==> src/rtl/mem_arbiter_pkg.sv <==
// Shared types and constants for the instruction/data memory arbiter.
package mem_arbiter_pkg;

    // Arbiter FSM states.
    typedef enum logic [2:0] {
        IDLE   = 3'd0,
        BUSY_I = 3'd1,
        BUSY_D = 3'd2,
        RESP_I = 3'd3,
        RESP_D = 3'd4
    } arb_state_e;

    // Which port owns (or last owned) the shared bus.
    typedef enum logic {
        GNT_I = 1'b0,
        GNT_D = 1'b1
    } grant_e;

    // Byte-strobe encodings shared with the core's data-memory write enables.
    localparam logic [7:0] Byte       = 8'h01;
    localparam logic [7:0] Halfword   = 8'h03;
    localparam logic [7:0] Word       = 8'h0F;
    localparam logic [7:0] Doubleword = 8'hFF;

endpackage

==> src/rtl/mem_arbiter_if.sv <==
// Bundles the fetch port, data port and shared memory bus of the arbiter.
// Handshake: a requester raises x_req with a stable command and holds it
// until the one-cycle x_ready pulse; the arbiter holds m_req with a stable
// command until the bus returns a one-cycle m_ack.
// The master modport is the arbiter's view (it masters the memory bus and
// serves the two core ports); the slave modport is the surrounding core and
// memory.
interface mem_arbiter_if #(
    parameter int ADDR_W = 64,
    parameter int DATA_W = 64
);
    localparam int STRB_W = DATA_W / 8;

    logic              i_req;
    logic [ADDR_W-1:0] i_addr;
    logic [DATA_W-1:0] i_rdata;
    logic              i_ready;

    logic              d_req;
    logic              d_we;
    logic [STRB_W-1:0] d_strb;
    logic [ADDR_W-1:0] d_addr;
    logic [DATA_W-1:0] d_wdata;
    logic [DATA_W-1:0] d_rdata;
    logic              d_ready;

    logic              m_req;
    logic              m_we;
    logic [STRB_W-1:0] m_strb;
    logic [ADDR_W-1:0] m_addr;
    logic [DATA_W-1:0] m_wdata;
    logic [DATA_W-1:0] m_rdata;
    logic              m_ack;
    logic              bus_err;

    modport master (
        input  i_req, i_addr,
        input  d_req, d_we, d_strb, d_addr, d_wdata,
        input  m_rdata, m_ack,
        output i_rdata, i_ready,
        output d_rdata, d_ready,
        output m_req, m_we, m_strb, m_addr, m_wdata,
        output bus_err
    );

    modport slave (
        output i_req, i_addr,
        output d_req, d_we, d_strb, d_addr, d_wdata,
        output m_rdata, m_ack,
        input  i_rdata, i_ready,
        input  d_rdata, d_ready,
        input  m_req, m_we, m_strb, m_addr, m_wdata,
        input  bus_err
    );
endinterface

==> src/rtl/mem_wait_timer.sv <==
// Per-transaction watchdog: counts bus-wait cycles and flags when the next
// counted cycle reaches MAX_WAIT. The counter saturates and never wraps.
module mem_wait_timer #(
    parameter int MAX_WAIT = 255
) (
    input  logic clk,
    input  logic rst,
    input  logic clr_i,
    input  logic en_i,
    output logic expired_o
);
    localparam int CW = $clog2(MAX_WAIT + 1);
    localparam logic [CW-1:0] LIMIT = CW'(MAX_WAIT);
    localparam logic [CW-1:0] LAST  = CW'(MAX_WAIT - 1);

    logic [CW-1:0] cnt_q, cnt_d;

    // Clear wins over counting; hold once the limit is reached.
    always_comb begin
        cnt_d = cnt_q;
        if (clr_i) begin
            cnt_d = '0;
        end else if (en_i && (cnt_q != LIMIT)) begin
            cnt_d = cnt_q + 1'b1;
        end
    end

    // Counter register.
    always_ff @(posedge clk or posedge rst) begin
        if (rst) begin
            cnt_q <= '0;
        end else begin
            cnt_q <= cnt_d;
        end
    end

    // Cycle number cnt_q+1 of the wait is the MAX_WAIT-th one.
    assign expired_o = (cnt_q >= LAST);

endmodule

==> src/rtl/mem_arbiter.sv <==
// Round-robin arbiter of the fetch and load/store ports onto one req/ack
// memory bus, with a watchdog that terminates hung accesses with bus_err.
module mem_arbiter
    import mem_arbiter_pkg::*;
#(
    parameter int ADDR_W   = 64,
    parameter int DATA_W   = 64,
    parameter int MAX_WAIT = 255
) (
    input  logic          clk,
    input  logic          rst,
    mem_arbiter_if.master bus,
    output arb_state_e    state_o
);
    localparam int STRB_W = DATA_W / 8;

    arb_state_e        state_q, state_d;
    grant_e            last_grant_q, last_grant_d;
    logic              m_req_q, m_req_d;
    logic              m_we_q, m_we_d;
    logic [STRB_W-1:0] m_strb_q, m_strb_d;
    logic [ADDR_W-1:0] m_addr_q, m_addr_d;
    logic [DATA_W-1:0] m_wdata_q, m_wdata_d;
    logic [DATA_W-1:0] i_rdata_q, i_rdata_d;
    logic [DATA_W-1:0] d_rdata_q, d_rdata_d;
    logic              i_ready_q, i_ready_d;
    logic              d_ready_q, d_ready_d;
    logic              err_q, err_d;
    logic [DATA_W-1:0] resp_data;
    logic              timer_en, timer_clr, timer_expired;

    // The watchdog runs only while the bus is owned; any other state clears it.
    assign timer_en  = (state_q == BUSY_I) || (state_q == BUSY_D);
    assign timer_clr = !timer_en;

    mem_wait_timer #(.MAX_WAIT(MAX_WAIT)) u_timer (
        .clk       (clk),
        .rst       (rst),
        .clr_i     (timer_clr),
        .en_i      (timer_en),
        .expired_o (timer_expired)
    );

    // Next-state, grant and registered-output values.
    always_comb begin
        state_d      = state_q;
        last_grant_d = last_grant_q;
        m_req_d      = m_req_q;
        m_we_d       = m_we_q;
        m_strb_d     = m_strb_q;
        m_addr_d     = m_addr_q;
        m_wdata_d    = m_wdata_q;
        i_rdata_d    = i_rdata_q;
        d_rdata_d    = d_rdata_q;
        i_ready_d    = 1'b0;
        d_ready_d    = 1'b0;
        err_d        = err_q;
        resp_data    = '0;
        case (state_q)
            IDLE: begin
                err_d = 1'b0;
                // D wins a tie unless it was granted last.
                if (bus.d_req && (!bus.i_req || (last_grant_q == GNT_I))) begin
                    state_d      = BUSY_D;
                    last_grant_d = GNT_D;
                    m_req_d      = 1'b1;
                    m_we_d       = bus.d_we;
                    m_strb_d     = bus.d_strb;
                    m_addr_d     = bus.d_addr;
                    m_wdata_d    = bus.d_wdata;
                end else if (bus.i_req) begin
                    state_d      = BUSY_I;
                    last_grant_d = GNT_I;
                    m_req_d      = 1'b1;
                    m_we_d       = 1'b0;
                    m_strb_d     = '1;
                    m_addr_d     = bus.i_addr;
                    m_wdata_d    = '0;
                end
            end
            BUSY_I, BUSY_D: begin
                // An ack in the expiry cycle still counts as a good completion.
                if (bus.m_ack || timer_expired) begin
                    m_req_d   = 1'b0;
                    err_d     = !bus.m_ack;
                    resp_data = (bus.m_ack && !m_we_q) ? bus.m_rdata : '0;
                    if (state_q == BUSY_I) begin
                        state_d   = RESP_I;
                        i_ready_d = 1'b1;
                        i_rdata_d = resp_data;
                    end else begin
                        state_d   = RESP_D;
                        d_ready_d = 1'b1;
                        d_rdata_d = resp_data;
                    end
                end
            end
            RESP_I, RESP_D: begin
                // Requests still high here are stale; never re-issue them.
                state_d = IDLE;
                err_d   = 1'b0;
            end
            default: begin
                state_d = IDLE;
            end
        endcase
    end

    // FSM state and round-robin history.
    always_ff @(posedge clk or posedge rst) begin
        if (rst) begin
            state_q      <= IDLE;
            last_grant_q <= GNT_I;
        end else begin
            state_q      <= state_d;
            last_grant_q <= last_grant_d;
        end
    end

    // Registered bus command, responses and error flag.
    always_ff @(posedge clk or posedge rst) begin
        if (rst) begin
            m_req_q   <= 1'b0;
            m_we_q    <= 1'b0;
            m_strb_q  <= '0;
            m_addr_q  <= '0;
            m_wdata_q <= '0;
            i_rdata_q <= '0;
            d_rdata_q <= '0;
            i_ready_q <= 1'b0;
            d_ready_q <= 1'b0;
            err_q     <= 1'b0;
        end else begin
            m_req_q   <= m_req_d;
            m_we_q    <= m_we_d;
            m_strb_q  <= m_strb_d;
            m_addr_q  <= m_addr_d;
            m_wdata_q <= m_wdata_d;
            i_rdata_q <= i_rdata_d;
            d_rdata_q <= d_rdata_d;
            i_ready_q <= i_ready_d;
            d_ready_q <= d_ready_d;
            err_q     <= err_d;
        end
    end

    assign bus.m_req   = m_req_q;
    assign bus.m_we    = m_we_q;
    assign bus.m_strb  = m_strb_q;
    assign bus.m_addr  = m_addr_q;
    assign bus.m_wdata = m_wdata_q;
    assign bus.i_rdata = i_rdata_q;
    assign bus.i_ready = i_ready_q;
    assign bus.d_rdata = d_rdata_q;
    assign bus.d_ready = d_ready_q;
    assign bus.bus_err = err_q;
    assign state_o     = state_q;

endmodule

==> src/flat_wrapper.sv <==
// flat-port wrapper written by rule: the top's interface ports become plain ports
module mem_arbiter_flat import mem_arbiter_pkg::*;
#(
    parameter int ADDR_W   = 64,
    parameter int DATA_W   = 64,
    parameter int MAX_WAIT = 255
)
  (clk, rst, state_o, bus_i_req, bus_i_addr, bus_d_req, bus_d_we, bus_d_strb, bus_d_addr, bus_d_wdata, bus_m_rdata, bus_m_ack, bus_i_rdata, bus_i_ready, bus_d_rdata, bus_d_ready, bus_m_req, bus_m_we, bus_m_strb, bus_m_addr, bus_m_wdata, bus_bus_err);
  mem_arbiter_if #(.ADDR_W(ADDR_W), .DATA_W(DATA_W)) bus_i ();
  input  logic clk;
  input  logic rst;
  output arb_state_e state_o;
  input wire logic [$bits(bus_i.i_req)-1:0] bus_i_req;
  input wire logic [$bits(bus_i.i_addr)-1:0] bus_i_addr;
  input wire logic [$bits(bus_i.d_req)-1:0] bus_d_req;
  input wire logic [$bits(bus_i.d_we)-1:0] bus_d_we;
  input wire logic [$bits(bus_i.d_strb)-1:0] bus_d_strb;
  input wire logic [$bits(bus_i.d_addr)-1:0] bus_d_addr;
  input wire logic [$bits(bus_i.d_wdata)-1:0] bus_d_wdata;
  input wire logic [$bits(bus_i.m_rdata)-1:0] bus_m_rdata;
  input wire logic [$bits(bus_i.m_ack)-1:0] bus_m_ack;
  output wire logic [$bits(bus_i.i_rdata)-1:0] bus_i_rdata;
  output wire logic [$bits(bus_i.i_ready)-1:0] bus_i_ready;
  output wire logic [$bits(bus_i.d_rdata)-1:0] bus_d_rdata;
  output wire logic [$bits(bus_i.d_ready)-1:0] bus_d_ready;
  output wire logic [$bits(bus_i.m_req)-1:0] bus_m_req;
  output wire logic [$bits(bus_i.m_we)-1:0] bus_m_we;
  output wire logic [$bits(bus_i.m_strb)-1:0] bus_m_strb;
  output wire logic [$bits(bus_i.m_addr)-1:0] bus_m_addr;
  output wire logic [$bits(bus_i.m_wdata)-1:0] bus_m_wdata;
  output wire logic [$bits(bus_i.bus_err)-1:0] bus_bus_err;
  assign bus_i.i_req = bus_i_req;
  assign bus_i.i_addr = bus_i_addr;
  assign bus_i.d_req = bus_d_req;
  assign bus_i.d_we = bus_d_we;
  assign bus_i.d_strb = bus_d_strb;
  assign bus_i.d_addr = bus_d_addr;
  assign bus_i.d_wdata = bus_d_wdata;
  assign bus_i.m_rdata = bus_m_rdata;
  assign bus_i.m_ack = bus_m_ack;
  assign bus_i_rdata = bus_i.i_rdata;
  assign bus_i_ready = bus_i.i_ready;
  assign bus_d_rdata = bus_i.d_rdata;
  assign bus_d_ready = bus_i.d_ready;
  assign bus_m_req = bus_i.m_req;
  assign bus_m_we = bus_i.m_we;
  assign bus_m_strb = bus_i.m_strb;
  assign bus_m_addr = bus_i.m_addr;
  assign bus_m_wdata = bus_i.m_wdata;
  assign bus_bus_err = bus_i.bus_err;
  mem_arbiter #(.ADDR_W(ADDR_W), .DATA_W(DATA_W), .MAX_WAIT(MAX_WAIT)) u_core (.clk(clk), .rst(rst), .bus(bus_i), .state_o(state_o));
endmodule
==> config.mk <==
export PLATFORM = sky130hd
export DESIGN_NAME = mem_arbiter_flat
export DESIGN_NICKNAME = d
export VERILOG_FILES = /design/src/rtl/mem_arbiter_pkg.sv /design/src/rtl/mem_arbiter_if.sv /design/src/rtl/mem_wait_timer.sv /design/src/rtl/mem_arbiter.sv /design/src/flat_wrapper.sv
export SDC_FILE = /design/constraint.sdc
export NUM_CORES = 1
export LEC_CHECK = 0
export BUFFER_PORTS_ARGS = -buffer_cell sky130_fd_sc_hd__buf_2
export CORE_AREA = 2 2 213 215
export DETAILED_ROUTE_END_ITERATION = 10
export DIE_AREA = 0 0 215 217
export HOLD_SLACK_MARGIN = 0.08
export PLACE_DENSITY_LB_ADDON = 0.2
export SYNTH_ARGS = -nofsm -noshare
export SYNTH_HDL_FRONTEND = slang
export SYNTH_HIERARCHICAL = 1
export SYNTH_SLANG_ARGS = --single-unit
export TNS_END_PERCENT = 30
==> constraint.sdc <==
create_clock -name clk -period 25.2 [get_ports clk]
set_input_delay 3.78 -clock clk [delete_from_list [all_inputs] [get_ports clk]]
set_output_delay 3.78 -clock clk [all_outputs]
set_load 0.005 [all_outputs]
---- After elaboration in Yosys (flattened, before gate mapping) ----
Index checks and enable logic that the tools add are counted.
cells by class
  add/subtract/negate cells ............... 1
  magnitude comparators ................... 1
  equal/unequal tests ..................... 8
  muxes and demuxes ....................... 29
  bitwise logic cells ..................... 2
  reductions and logical operators ........ 21
operators with widths
  cell                                                                     count
  64-bit two-way mux                                                       5
  8-bit two-way mux                                                        4
  1-bit two-way mux                                                        13
  3-bit two-way mux                                                        4
  3-bit AND reduction                                                      3
  8-bit by 1-bit adder with 8-bit output, second input constant            1
  8-bit greater-or-equal comparator, second input constant                 1
  8-bit inequality test, second input constant                             1
  3-bit by 2-bit equality test with 1-bit output, second input constant    2
  3-bit case mux with 2 select lines                                       1
  2-bit AND reduction                                                      3
  2-bit nonzero test                                                       3
  2-bit by 1-bit inequality test with 1-bit output, second input constant  2
  1-bit case mux with 2 select lines                                       2
  3-bit by 1-bit equality test with 1-bit output, second input constant    1
  3-bit equality test, second input constant                               1
  1-bit logical AND                                                        3
  1-bit zero test                                                          3
  3-bit zero test                                                          1
  1-bit logical OR                                                         3
  3-bit by 2-bit inequality test with 1-bit output, second input constant  1
  3-bit OR reduction                                                       1
  1-bit NOT                                                                2
  2-bit OR reduction                                                       1
storage, ports and cells
  flip-flop bits (word level) ............. 281
  input bits .............................. 270
  output and inout port bits .............. 272

---- Depth between registers and ports, before layout ----
Gate-level depths: netlist of the first run.
  depth in word-level cells ............... 5
  depth in mapped cells ................... 10
  depth with buffers taken out ............ 8

---- Cells and area by module ----
Netlist of the first run, hierarchy kept.
modules (own cells, without submodules)
  module          instances  cells an instance  area each (sq um)  seq. area each (sq um)
  mem_arbiter     1          763                11162.0            6831.6
  mem_wait_timer  1          52                 485.5              200.2

---- Least setup slack after synthesis of the first run ----
OpenSTA, ideal clock, no wires.
  path kind ............................... in2reg
  start ................................... input bus_m_ack
  end ..................................... register u_core.i_rdata_q[25] (netlist: u_core/bus.i_rdata[25])
  library setup time ...................... 0.125 ns
  arrival ................................. 4.902 ns
  data required time ...................... 25.075 ns
  slack ................................... 20.173 ns
  stages on the path ...................... 5
  path through ............................ nor2_1 > or4b_4 > buf_6 > buf_6 > mux2_4
on the way
  cells in the longest elaborated chain, start to end .. 2
RTL lines
  item                                                                               RTL line                              text
  start, declared                                                                    flat_wrapper.sv:21                    input wire logic [$bits(bus_i.m_ack)-1:0] bus_m_ack;
  1-bit logical OR / 1-bit logical AND (equally long branches)                       mem_arbiter.sv:83, mem_arbiter.sv:86
  3-bit AND reduction (no source line) / 64-bit two-way mux (equally long branches)  -
  end signal, assigned                                                               mem_arbiter.sv:139                    i_rdata_q <= i_rdata_d;
  end, declared                                                                      mem_arbiter.sv:24                     logic [DATA_W-1:0] i_rdata_q, i_rdata_d;
Parallel ways exist; a longest one is shown, timed or not.
A chain may end at the register's enable or synchronous reset.

---- Worst setup path in the final report of the first run ----
  start ................................... input bus_m_ack
  end ..................................... register u_core.d_rdata_q[38] (netlist: u_core/bus.d_rdata[38])
on the way
  cells in the longest elaborated chain, start to end .. 2
RTL lines
  item                                                                               RTL line                              text
  1-bit logical OR / 1-bit logical AND (equally long branches)                       mem_arbiter.sv:83, mem_arbiter.sv:86
  3-bit AND reduction (no source line) / 64-bit two-way mux (equally long branches)  -
  end signal, assigned                                                               mem_arbiter.sv:140                    d_rdata_q <= d_rdata_d;
  end, declared                                                                      mem_arbiter.sv:25                     logic [DATA_W-1:0] d_rdata_q, d_rdata_d;
Parallel ways exist; a longest one is shown, timed or not.

==> metrics.cfg, run 1 <==
[critical_path]
slowest_stage=buf_4
cp.required_ns=25.60
worstReg2RegEnd=u_core/bus.d_rdata[38]$_DFFE_PP0P_
crit_type=in -> reg
cp-end-kind=flip-flop
r2r_start=u_core/u_timer/cnt_q[0]$_DFFE_PP0P_
max_stage_delay_ns=0.67
critPathTopFamily=buffers and inverters
crit_chain=buf_2, o21ai_1, or3_1, inv_2, buf_4, mux2_2
cp_max_fo=65
reg2reg_slack_ns=22.25
startpoint_type=input pin
r2r_cells=9
path_buf_inv=3
cp.arrival_ns=5.66

[worst_hold_path]
hp-start=u_core/bus.i_rdata[17]$_DFFE_PP0P_
holdPathStages=1
holdPathEnd=u_core/bus.i_rdata[17]$_DFFE_PP0P_
holdCritPathClass=reg -> reg

[synth]
synthDistinctLibCells=46
syn_inst=815
netlist.area_leader.share_pct=60.4
yosys-top-cells-count=dfrtp_1, mux2_2, a22o_1, and2_1
synthFlopType=dfrtp_1
synth_seq_area_share_pct=60.4
synth_edf_count=0
ys_warn_count=6
avgSynthCellArea_sq_um=14.3
syn-num-nets=1087
synth_area_sq_um=11600
synth_area_leaders=dfrtp_1, mux2_2, o221a_2, a22o_1, nand3b_1
yosysTopAreaCell=dfrtp_1
synth-seq-cells=281
synth.most_common_cell=dfrtp_1
async_flop_share_pct=100

[drt]
vias=8927
wl_met3_microns=3500
antenna_left=0
wl_per_cell_microns=20.0
routed_via_density=4.55
wl_met1_microns=15700
drt_iter0_markers=459
drtPass1Iterations=4
drc=0
drt-total-wl_microns=39200
wl_met2_microns=18600
routed.top_layer=met5

[floorplanning]
row_count=78
ios=542
die_h_microns=217
die_w_microns=215
core_area_sq_um=44700
die-area_sq_um=46700
start_util_pct=26.1

[place]
place_hpwl_microns=28400
portBuffers=541
dp_cells=1900
place_congestion=0.821
place_area_sq_um=14900

[global_routing]
grt_pass1_vias=9243
grt_remaining_overflow=0
antenna_found_initial=12
grt.total_usage_pct=16.4
grt_max_degree=164
grt_pass1_wl_microns=58500

[power_and_ir_drop]
leakage_nw=8.11
ir_drop_mv=0.0676
p_per_area_nw_per_um2=125

[clocking]
cts-hold-fix-buffers=0
clk_pin_slew_ns=0.06
clockBufferDepth=3
clock-sinks=281
post_cts_buffers=0
ctsResizeCount=0
cts-root-buf=clkbuf_16
cts_tree=built
clkLatencyLatePin_ns=0.53
h-tree-depth=2
numCtsBuffers=34

[layout]
layout.nets=1608
area_growth_pct=37.5
design_area_sq_um=16000
final_cells=1962
n_fill_cell=4556
drive_above_1_share_pct=58.9

[sta]
rsz0062_at_grt=false
finalCritPeriodShare_pct=20.9
tns_ns=0
tightest_slew_ns=1.04
period_needed_ns=5.26
hold_viol=0
slew_viol_final=0
fmax_mhz=190
slew_headroom_pct=30.8
worst_clock_skew_ns=0.0162
finalSetupViolations=0

[job]
max-cap-violations=0

[status]
outcome=finished clean

## registers in the layout (all words and copies together) (netlist names)
signal and cells:
u_core/bus.bus_err 1, u_core/bus.d_rdata 64, u_core/bus.d_ready 1, u_core/bus.i_rdata 64, u_core/bus.i_ready 1, u_core/bus.m_addr 64
u_core/bus.m_req 1, u_core/bus.m_strb 8, u_core/bus.m_wdata 64, u_core/bus.m_we 1, u_core/last_grant_q 1, u_core/state_o 3
u_core/u_timer/cnt_q 8
## layer usage
metal	up-vias	GRT usage, %
met1	4376	19.5
met5	-	0
met3	75	6.55
li1	4078	-
met4	20	5.89
met2	378	26.7
## report_power, final
group	leakage [nW]	internal [mW]	switching [mW]
Clock	0.553	0.298	0.195
Sequential	3.53	0.648	0.118
Combinational	4.03	0.386	0.352
Total	8.11	1.33	0.665
## area by class of cell
type	count	area, sq um	share of cell area, %
diodes	2	5.00	0.0312
clock buffers	53	1050	6.58
clock inverters	7	70.1	0.437
inverters	10	45.0	0.281
multi-input cells	458	4270	26.6
flip-flops and latches	281	7030	43.9
well taps	600	751	4.69
repair buffers	551	2800	17.5
## per-stage QoR
stage          worst slack (ns)  hold slack (ns)  total power, mW  utilization [%]
6_report                  19.94            0.489             2.00             35.8
2_1_floorplan             13.90            0.458             1.17                -
5_1_grt                   19.86            0.493             2.12             35.8
3_3_place_gp              19.44            0.469             1.52             33.3
4_1_cts                   20.00            0.491             2.03             35.8
3_5_place_dp              19.43            0.477             1.53             33.3
## cell usage in the layout, fill, tap and decap left out, types with 2 or more instances in the layout
cell type  netlist  routed
a211oi_1         4       4
a21oi_1          9       9
a22o_1          65      65
and2_1          65      64
and3_1           3       3
buf_2           19     541
buf_4            0       9
clkbuf_1        33       7
clkbuf_16        0      35
clkbuf_8         0      11
clkinv_2         0       3
dfrtp_1        281     281
diode_2          0       2
ha_1             2       2
inv_1            9       8
mux2_1           8       8
mux2_2          90      90
mux2_4          31      31
nand2_1          4       4
nand2b_1         2       2
nand3_1          4       3
nand3_2          1       2
nand3b_1        64      64
nor2_1           6       6
nor3_1           6       6
nor4_1           2       2
o221a_2         64      64
o22a_1           8       8
## worst max-delay path by stage
stage / cells after the start / startpoint / to
4_1_cts: 6 / bus_m_ack / u_core/bus.d_rdata[38]$_DFFE_PP0P_
3_5_place_dp: 6 / bus_m_ack / u_core/bus.d_rdata[38]$_DFFE_PP0P_
3_3_place_gp: 6 / bus_m_ack / u_core/bus.d_rdata[19]$_DFFE_PP0P_
2_1_floorplan: 1 / rst / u_core/bus.bus_err$_DFFE_PP0P_
5_1_grt: 6 / bus_m_ack / u_core/bus.d_rdata[25]$_DFFE_PP0P_
6_report: 6 / bus_m_ack / u_core/bus.d_rdata[38]$_DFFE_PP0P_
## cells by family (layout without fill, tap and decap cells)
logic type,count (synthesis),in the layout,synth area share [%]
DFF,281,281,60.4
and+or+nand+nor,164,164,9.37
AOI/OAI and AO/OA,162,162,13.1
muxes,129,129,13.5
buffers and inverters,76,621,3.37
adders and majority gates,2,2,0.215
xor gates and xnor gates,1,1,0.0752
other,0,2,0
(Power assumes the default switching activity.)
==> inputs of run 2 (changes only) <==
CORE_AREA = 2 2 209 211   (was 2 2 213 215)
DIE_AREA = 0 0 211 213   (was 0 0 215 217)
clock period = 5 ns   (was 25.2 ns; I/O delays follow)
==> metrics.cfg, run 2 (synthesized netlist as in run 1, its figures left out) <==
[layout]
area_growth_pct=36.6
final_cell_mix=buf_2, dfrtp_1, mux2_2
n_fill_cell=4296  ; -5.7%
mostFrequentLayoutCell=buf_2
layout.nets=1610  ; +0.12%
drive_above_1_share_pct=58.6  ; -0.29 points

[sta]
finalCritPeriodShare_pct=61.1
slew_headroom_pct=24.8  ; -6.0 points
slew_viol_final=0  ; unchanged
setup_ws_ns=1.95  ; -18.00 ns
tightest_slew_ns=1.13  ; +0.0905 ns
finalSetupViolations=0  ; unchanged
fmax_mhz=327
period_needed_ns=3.05
hold_viol=0  ; unchanged
rsz0062_at_grt=false
worst_clock_skew_ns=0.0123  ; -0.00395 ns
tns_ns=0  ; unchanged

[floorplanning]
start_util_pct=27.3  ; +1.2 points
ios=542  ; unchanged
row_count=76  ; -2.6%
core_area_sq_um=42700  ; -4.5%
die_h_microns=213  ; -1.8%
die-area_sq_um=44900  ; -3.7%
die_w_microns=211  ; -1.9%

[drt]
antenna_left=0  ; unchanged
routed.top_layer=met5
drc=0  ; unchanged
wl_met2_microns=18500  ; -0.65%
wl_met3_microns=3350  ; -4.1%
vias=8982  ; +0.62%
drtPass1Iterations=4  ; unchanged
routed_via_density=4.70  ; +3.3%
wl_met1_microns=15700  ; +0.19%
drt-total-wl_microns=38800  ; -0.98%
drt_iter0_markers=450  ; -2.0%
wl_per_cell_microns=20.3  ; +1.7%

[power_and_ir_drop]
power.share.combinational_pct=37.7  ; +0.7 points
ir_drop_mv=0.241  ; +260%
switching_power_mw=3.27  ; +390%
power.internal_mw=6.62  ; +400%
clkPwrFrac_pct=23.7  ; -1.0 points
p_per_area_nw_per_um2=622  ; +400%
pwr-share-seq_pct=38.6  ; +0.2 points
swShare_pct=33.0  ; -0.28 points
leakage_nw=8.08  ; -0.29%

[place]
dp_worst_setup_slack_ns=1.95  ; -17.48 ns
place_hpwl_microns=28700  ; +1.1%
place_congestion=0.802  ; -2.3%
portBuffers=541  ; unchanged

[critical_path]
startpoint_type=flip-flop
cp.required_ns=5.40  ; -20.20 ns
cp.arrival_ns=3.45  ; -2.21 ns
crit_type=reg -> reg
cp_max_fo=30  ; -54%
cp-end-kind=flip-flop

[clocking]
clk_pin_slew_ns=0.06  ; about the same
post_cts_buffers=0  ; unchanged
ctsResizeCount=0  ; unchanged
cts-hold-fix-buffers=0  ; unchanged
numCtsBuffers=34  ; unchanged
cts-root-buf=clkbuf_16
h-tree-depth=2  ; unchanged
clockBufferDepth=3  ; unchanged
clkLatencyLatePin_ns=0.52  ; about the same
cts_tree=built
clock-sinks=281  ; unchanged

[global_routing]
antenna_found_initial=14  ; +2
grt_remaining_overflow=0  ; unchanged
grt_pass1_vias=9197  ; -0.50%
grt_max_degree=167  ; +1.8%
grt_pass1_wl_microns=57200  ; -2.1%
grt.total_usage_pct=16.7  ; +0.32 points

[status]
outcome=finished clean

[worst_hold_path]
holdCritPathClass=in -> async

[job]
max-cap-violations=0  ; unchanged

## run 2: cell count changes in the layout (fill, tap and decap cells not counted), moves of 2 or more
cell       previous run  this run
clkinv_2              3         6
clkbuf_16            35        37
clkbuf_1              7        11
diode_2               2         5
clkbuf_8             11         4
## run 2: power groups by stage
stage,clock network [mW],registers (mW),logic (mW)
2_1_floorplan,0,3.88,2.03
5_1_grt,2.53,3.94,4.07
6_report,2.35,3.81,3.73
4_1_cts,2.43,3.82,3.82
3_3_place_gp,0,3.84,3.77
3_5_place_dp,0,3.84,3.82
## run 2: per-layer routing
layer / vias up / GRT usage (%)
met1: 4402 / 20.3
met2: 396 / 27.0
li1: 4088 / -
met3: 78 / 6.38
met4: 18 / 6.02
met5: - / 0
## run 2: final cells by class
cell class                 count  area (sq um)  area share, %
antenna                        5          12.5         0.0786
clock inverter                 6          30.0          0.189
multi-input combinational    458          4270           26.8
clock buffer                  52          1020           6.42
timing repair buffer         553          2820           17.7
sequential                   281          7030           44.2
inverter                      10          41.3          0.260
tap                          546           683           4.29
## run 2: worst paths after layout
path | startpoint | slack [ns] | cells after the start | endpoint
setup / recovery | u_core/u_timer/cnt_q[0]$_DFFE_PP0P_ | 1.95 | 9 | u_core/bus.d_rdata[46]$_DFFE_PP0P_
hold / removal | rst | 0.21 | 2 | u_core/u_timer/cnt_q[4]$_DFFE_PP0P_
setup reg to reg | u_core/u_timer/cnt_q[0]$_DFFE_PP0P_ | 1.95 | 9 | u_core/bus.d_rdata[46]$_DFFE_PP0P_
hold reg to reg | u_core/bus.i_rdata[24]$_DFFE_PP0P_ | 0.48 | 1 | u_core/bus.i_rdata[24]$_DFFE_PP0P_
max in group asynchronous | rst | 3.73 | 3 | u_core/bus.i_rdata[57]$_DFFE_PP0P_
min in group clk | bus_d_strb[3] | 0.44 | 2 | u_core/bus.m_strb[3]$_DFFE_PP0P_
## run 2: through the flow
stage | total power, mW | area, sq um | hold slack, ns | std cells | utilization, %
after floorplan | 5.91 | 11700 | 0.458 | 815 | -
final | 9.89 | 15900 | 0.206 | 1911 | 37.3
after CTS | 10.1 | 15900 | 0.175 | 1906 | 37.2
after global routing | 10.5 | 15900 | 0.198 | 1908 | 37.2
after detailed placement | 7.66 | 14800 | 0.477 | 1848 | 34.8
after global placement | 7.61 | 14800 | 0.473 | 1848 | 34.8
## run 2: critical path, cell delays in order (launching register included)
cell and delay, ns:
dfrtp_1 0.42, inv_1 0.10, ha_1 0.15, nor2_1 0.04, nor3_1 0.31, o21ai_1 0.12
or3_1 0.39, inv_2 0.54, buf_4 0.43, mux2_2 0.38
==> inputs of run 3 (changes only) <==
ABC_AREA = 1   (was default)
CORE_AREA = 2 2 214 216   (was 2 2 209 211)
DIE_AREA = 0 0 216 218   (was 0 0 211 213)
clock period = 3.15 ns   (was 5 ns; I/O delays follow)
==> metrics.cfg, run 3 <==
[synth]
netlist.area_leader.share_pct=56.5  ; -3.9 points
synth_edf_count=0  ; unchanged
synth-seq-cells=281  ; unchanged
syn-num-nets=1877  ; +73%
async_flop_share_pct=100  ; unchanged
syn_inst=1605  ; +97%
synth_area_leaders=dfrtp_1, nand2_1, inv_1, nand3_1, nor2_1
ys_warn_count=6  ; unchanged
synth_seq_area_share_pct=56.5  ; -3.9 points
yosysTopAreaCell=dfrtp_1
yosys-top-cells-count=nand2_1, dfrtp_1, inv_1
synthDistinctLibCells=27  ; -41%
avgSynthCellArea_sq_um=7.75  ; -46%
synthFlopType=dfrtp_1
synth.most_common_cell=nand2_1
synth_area_sq_um=12400  ; +6.8%

[global_routing]
top_usage_layer=met2
met3_usage_pct=4.66  ; -1.7 points
grt_remaining_overflow=0  ; unchanged
grt_pass1_vias=11800  ; +29%
grt_max_degree=83  ; -50%
met1_usage_pct=21.5  ; +1.2 points
grt_pass1_wl_microns=66500  ; +16%
grt.total_usage_pct=17.9  ; +1.3 points
antenna_found_initial=7  ; -7
met2_usage_pct=31.2  ; +4.2 points

[power_and_ir_drop]
ir_drop_mv=0.384  ; +59%
clkPwrFrac_pct=25.0  ; +1.3 points
p_per_area_nw_per_um2=917  ; +48%
switching_power_mw=5.77  ; +77%
power.internal_mw=9.76  ; +47%
leakage_nw=10.3  ; +27%
power.total_mw=15.5  ; +57%
power.share.combinational_pct=36.7  ; -1.0 points
swShare_pct=37.2  ; +4.1 points
pwr-share-seq_pct=38.3  ; -0.3 points

[clocking]
clkLatencyLatePin_ns=0.53  ; about the same
ctsResizeCount=0  ; unchanged
numCtsBuffers=35  ; +2.9%
h-tree-depth=2  ; unchanged
clk_pin_slew_ns=0.06  ; about the same
clockBufferDepth=3  ; unchanged
cts_tree=built
clock-sinks=281  ; unchanged
cts-root-buf=clkbuf_16

[layout]
final_cell_mix=nand2_1, buf_2, dfrtp_1
drive_above_1_share_pct=30.1  ; -29 points
mostFrequentLayoutCell=nand2_1
design_area_sq_um=16900  ; +6.4%
layout.nets=2402  ; +49%
area_growth_pct=36.1

[sta]
slew_viol_final=0  ; unchanged
slew_headroom_pct=45.4  ; +21 points
period_needed_ns=2.15  ; -0.906 ns
fmax_mhz=465  ; +42%
finalCritPeriodShare_pct=68.2  ; +7.1 points
worst_clock_skew_ns=0.0150  ; +0.00274 ns
tns_ns=0  ; unchanged
finalSetupViolations=0  ; unchanged
tightest_slew_ns=0.819  ; -0.309 ns
rsz0062_at_grt=false
hold_viol=0  ; unchanged

[drt]
antenna_left=0  ; unchanged
drt_iter0_markers=696  ; +55%
drt-total-wl_microns=43100  ; +11%
vias=11900  ; +33%
drtPass1Iterations=5  ; +1
wl_per_cell_microns=15.6  ; -23%
routed_via_density=4.34  ; -7.7%
drc=0  ; unchanged

[job]
max-cap-violations=0  ; unchanged

[critical_path]
cp_max_fo=33  ; +10%
startpoint_type=flip-flop
cp-end-kind=flip-flop
cp.arrival_ns=2.61  ; -0.84 ns
slowest_stage=inv_2
crit_type=reg -> reg
max_stage_delay_ns=0.41  ; -0.13 ns
reg2reg_slack_ns=1.00  ; -0.94 ns
cp.required_ns=3.61  ; -1.79 ns
crit_chain=inv_1, ha_1, nor2_1, nor4_1, inv_1, nand2_1, nand3_2, inv_2, buf_12, nand2_1, nand2_1
crit_top_cell=nand2_1

[status]
outcome=finished clean

[place]
portBuffers=541  ; unchanged
place_area_sq_um=15800  ; +6.4%
place_congestion=0.883  ; +10%
place_hpwl_microns=31000  ; +8.0%

[worst_hold_path]
holdCritPathClass=in -> reg

[floorplanning]
core_area_sq_um=44900  ; +5.1%
start_util_pct=27.7  ; +0.43 points
die_w_microns=216  ; +2.4%
die-area_sq_um=47100  ; +4.8%
ios=542  ; unchanged
die_h_microns=218  ; +2.3%
row_count=78  ; +2.6%

[run 3: changes by cell type in the layout (fill, tap and decap cells not counted), sizes merged, moves of 65 or more]
| cell | before | now |
|---|---|---|
| nor2 | 6 | 105 |
| o21ai | 2 | 69 |
| mux2 | 129 | 0 |
| nand3 | 5 | 79 |
| inv | 9 | 150 |
| nand2 | 4 | 821 |
| and2 | 65 | 0 |
| a22o | 65 | 0 |
[run 3: timing repair]
item / CTS / global route
hold endpoints to repair: 27 / 0
setup buffers: 0 / 0
hold buffers: 1 / 0
[run 3: final cells by class]
class | instances | area, sq um
Clock inverter | 7 | 60.1
Antenna cell | 5 | 12.5
Sequential cell | 281 | 7030
Tap cell | 600 | 751
Fill cell | 4800 | 28000
Inverter | 152 | 579
Clock buffer | 48 | 1050
Multi-Input combinational cell | 1087 | 4390
Timing Repair Buffer | 573 | 3060
[run 3: power by group through the flow]
stage | sequential [mW] | clock [mW] | combinational, mW
after floorplan | 6.10 | 0 | 2.80
after global placement | 5.96 | 0 | 5.78
after detailed placement | 5.98 | 0 | 5.82
after CTS | 5.95 | 4.04 | 5.82
after global routing | 6.14 | 4.20 | 6.44
final | 5.95 | 3.89 | 5.69
[run 3: kinds of logic after synthesis]
family | synth area share, %
XOR/XNOR | 0.0704
AND/OR/NAND/NOR | 31.8
buffers and inverters | 8.38
flip-flops | 56.5
AO/OA/AOI/OAI | 3.03
adder cells (fa/ha/maj) | 0.201
[run 3: routing by layer]
layer / routed length (microns) / vias up
met4: 1120 / 4
met2: 21500 / 396
li1: - / 5855
met5: 22 / -
met3: 2990 / 69
met1: 17400 / 5616
[run 3: final timing paths]
kind                                                      from                                   to  cells past startpoint
setup / recovery           u_core/u_timer/cnt_q[0]$_DFFE_PP0P_   u_core/bus.i_rdata[12]$_DFFE_PP0P_                     11
hold / removal                                   bus_d_strb[7]     u_core/bus.m_strb[7]$_DFFE_PP0P_                      3
setup reg to reg           u_core/u_timer/cnt_q[0]$_DFFE_PP0P_   u_core/bus.i_rdata[12]$_DFFE_PP0P_                     11
hold reg to reg               u_core/bus.m_addr[3]$_DFFE_PP0P_     u_core/bus.m_addr[3]$_DFFE_PP0P_                      2
max in group asynchronous                                  rst    u_core/bus.m_addr[62]$_DFFE_PP0P_                      5
min in group asynchronous                                  rst  u_core/u_timer/cnt_q[3]$_DFFE_PP0P_                      3
[run 3: critical path, delay by kind of cell (launching register included)]
| kind | cells | cell delay [ns] |
|---|---|---|
| buffers and inverters | 4 | 0.88 |
| AND/OR/NAND/NOR | 6 | 0.65 |
| flip-flops | 1 | 0.39 |
| adder cells (fa/ha/maj) | 1 | 0.15 |
[run 3: per-stage QoR]
step,hold slack [ns],util [%],worst slack [ns],std cells
finish,0.174,37.7,1.00,2753
global placement,0.457,35.2,0.978,2692
floorplan,0.288,-,-0.932,1605
global route,0.162,37.7,0.785,2753
detailed placement,0.459,35.2,0.981,2692
CTS,0.131,37.7,0.975,2748
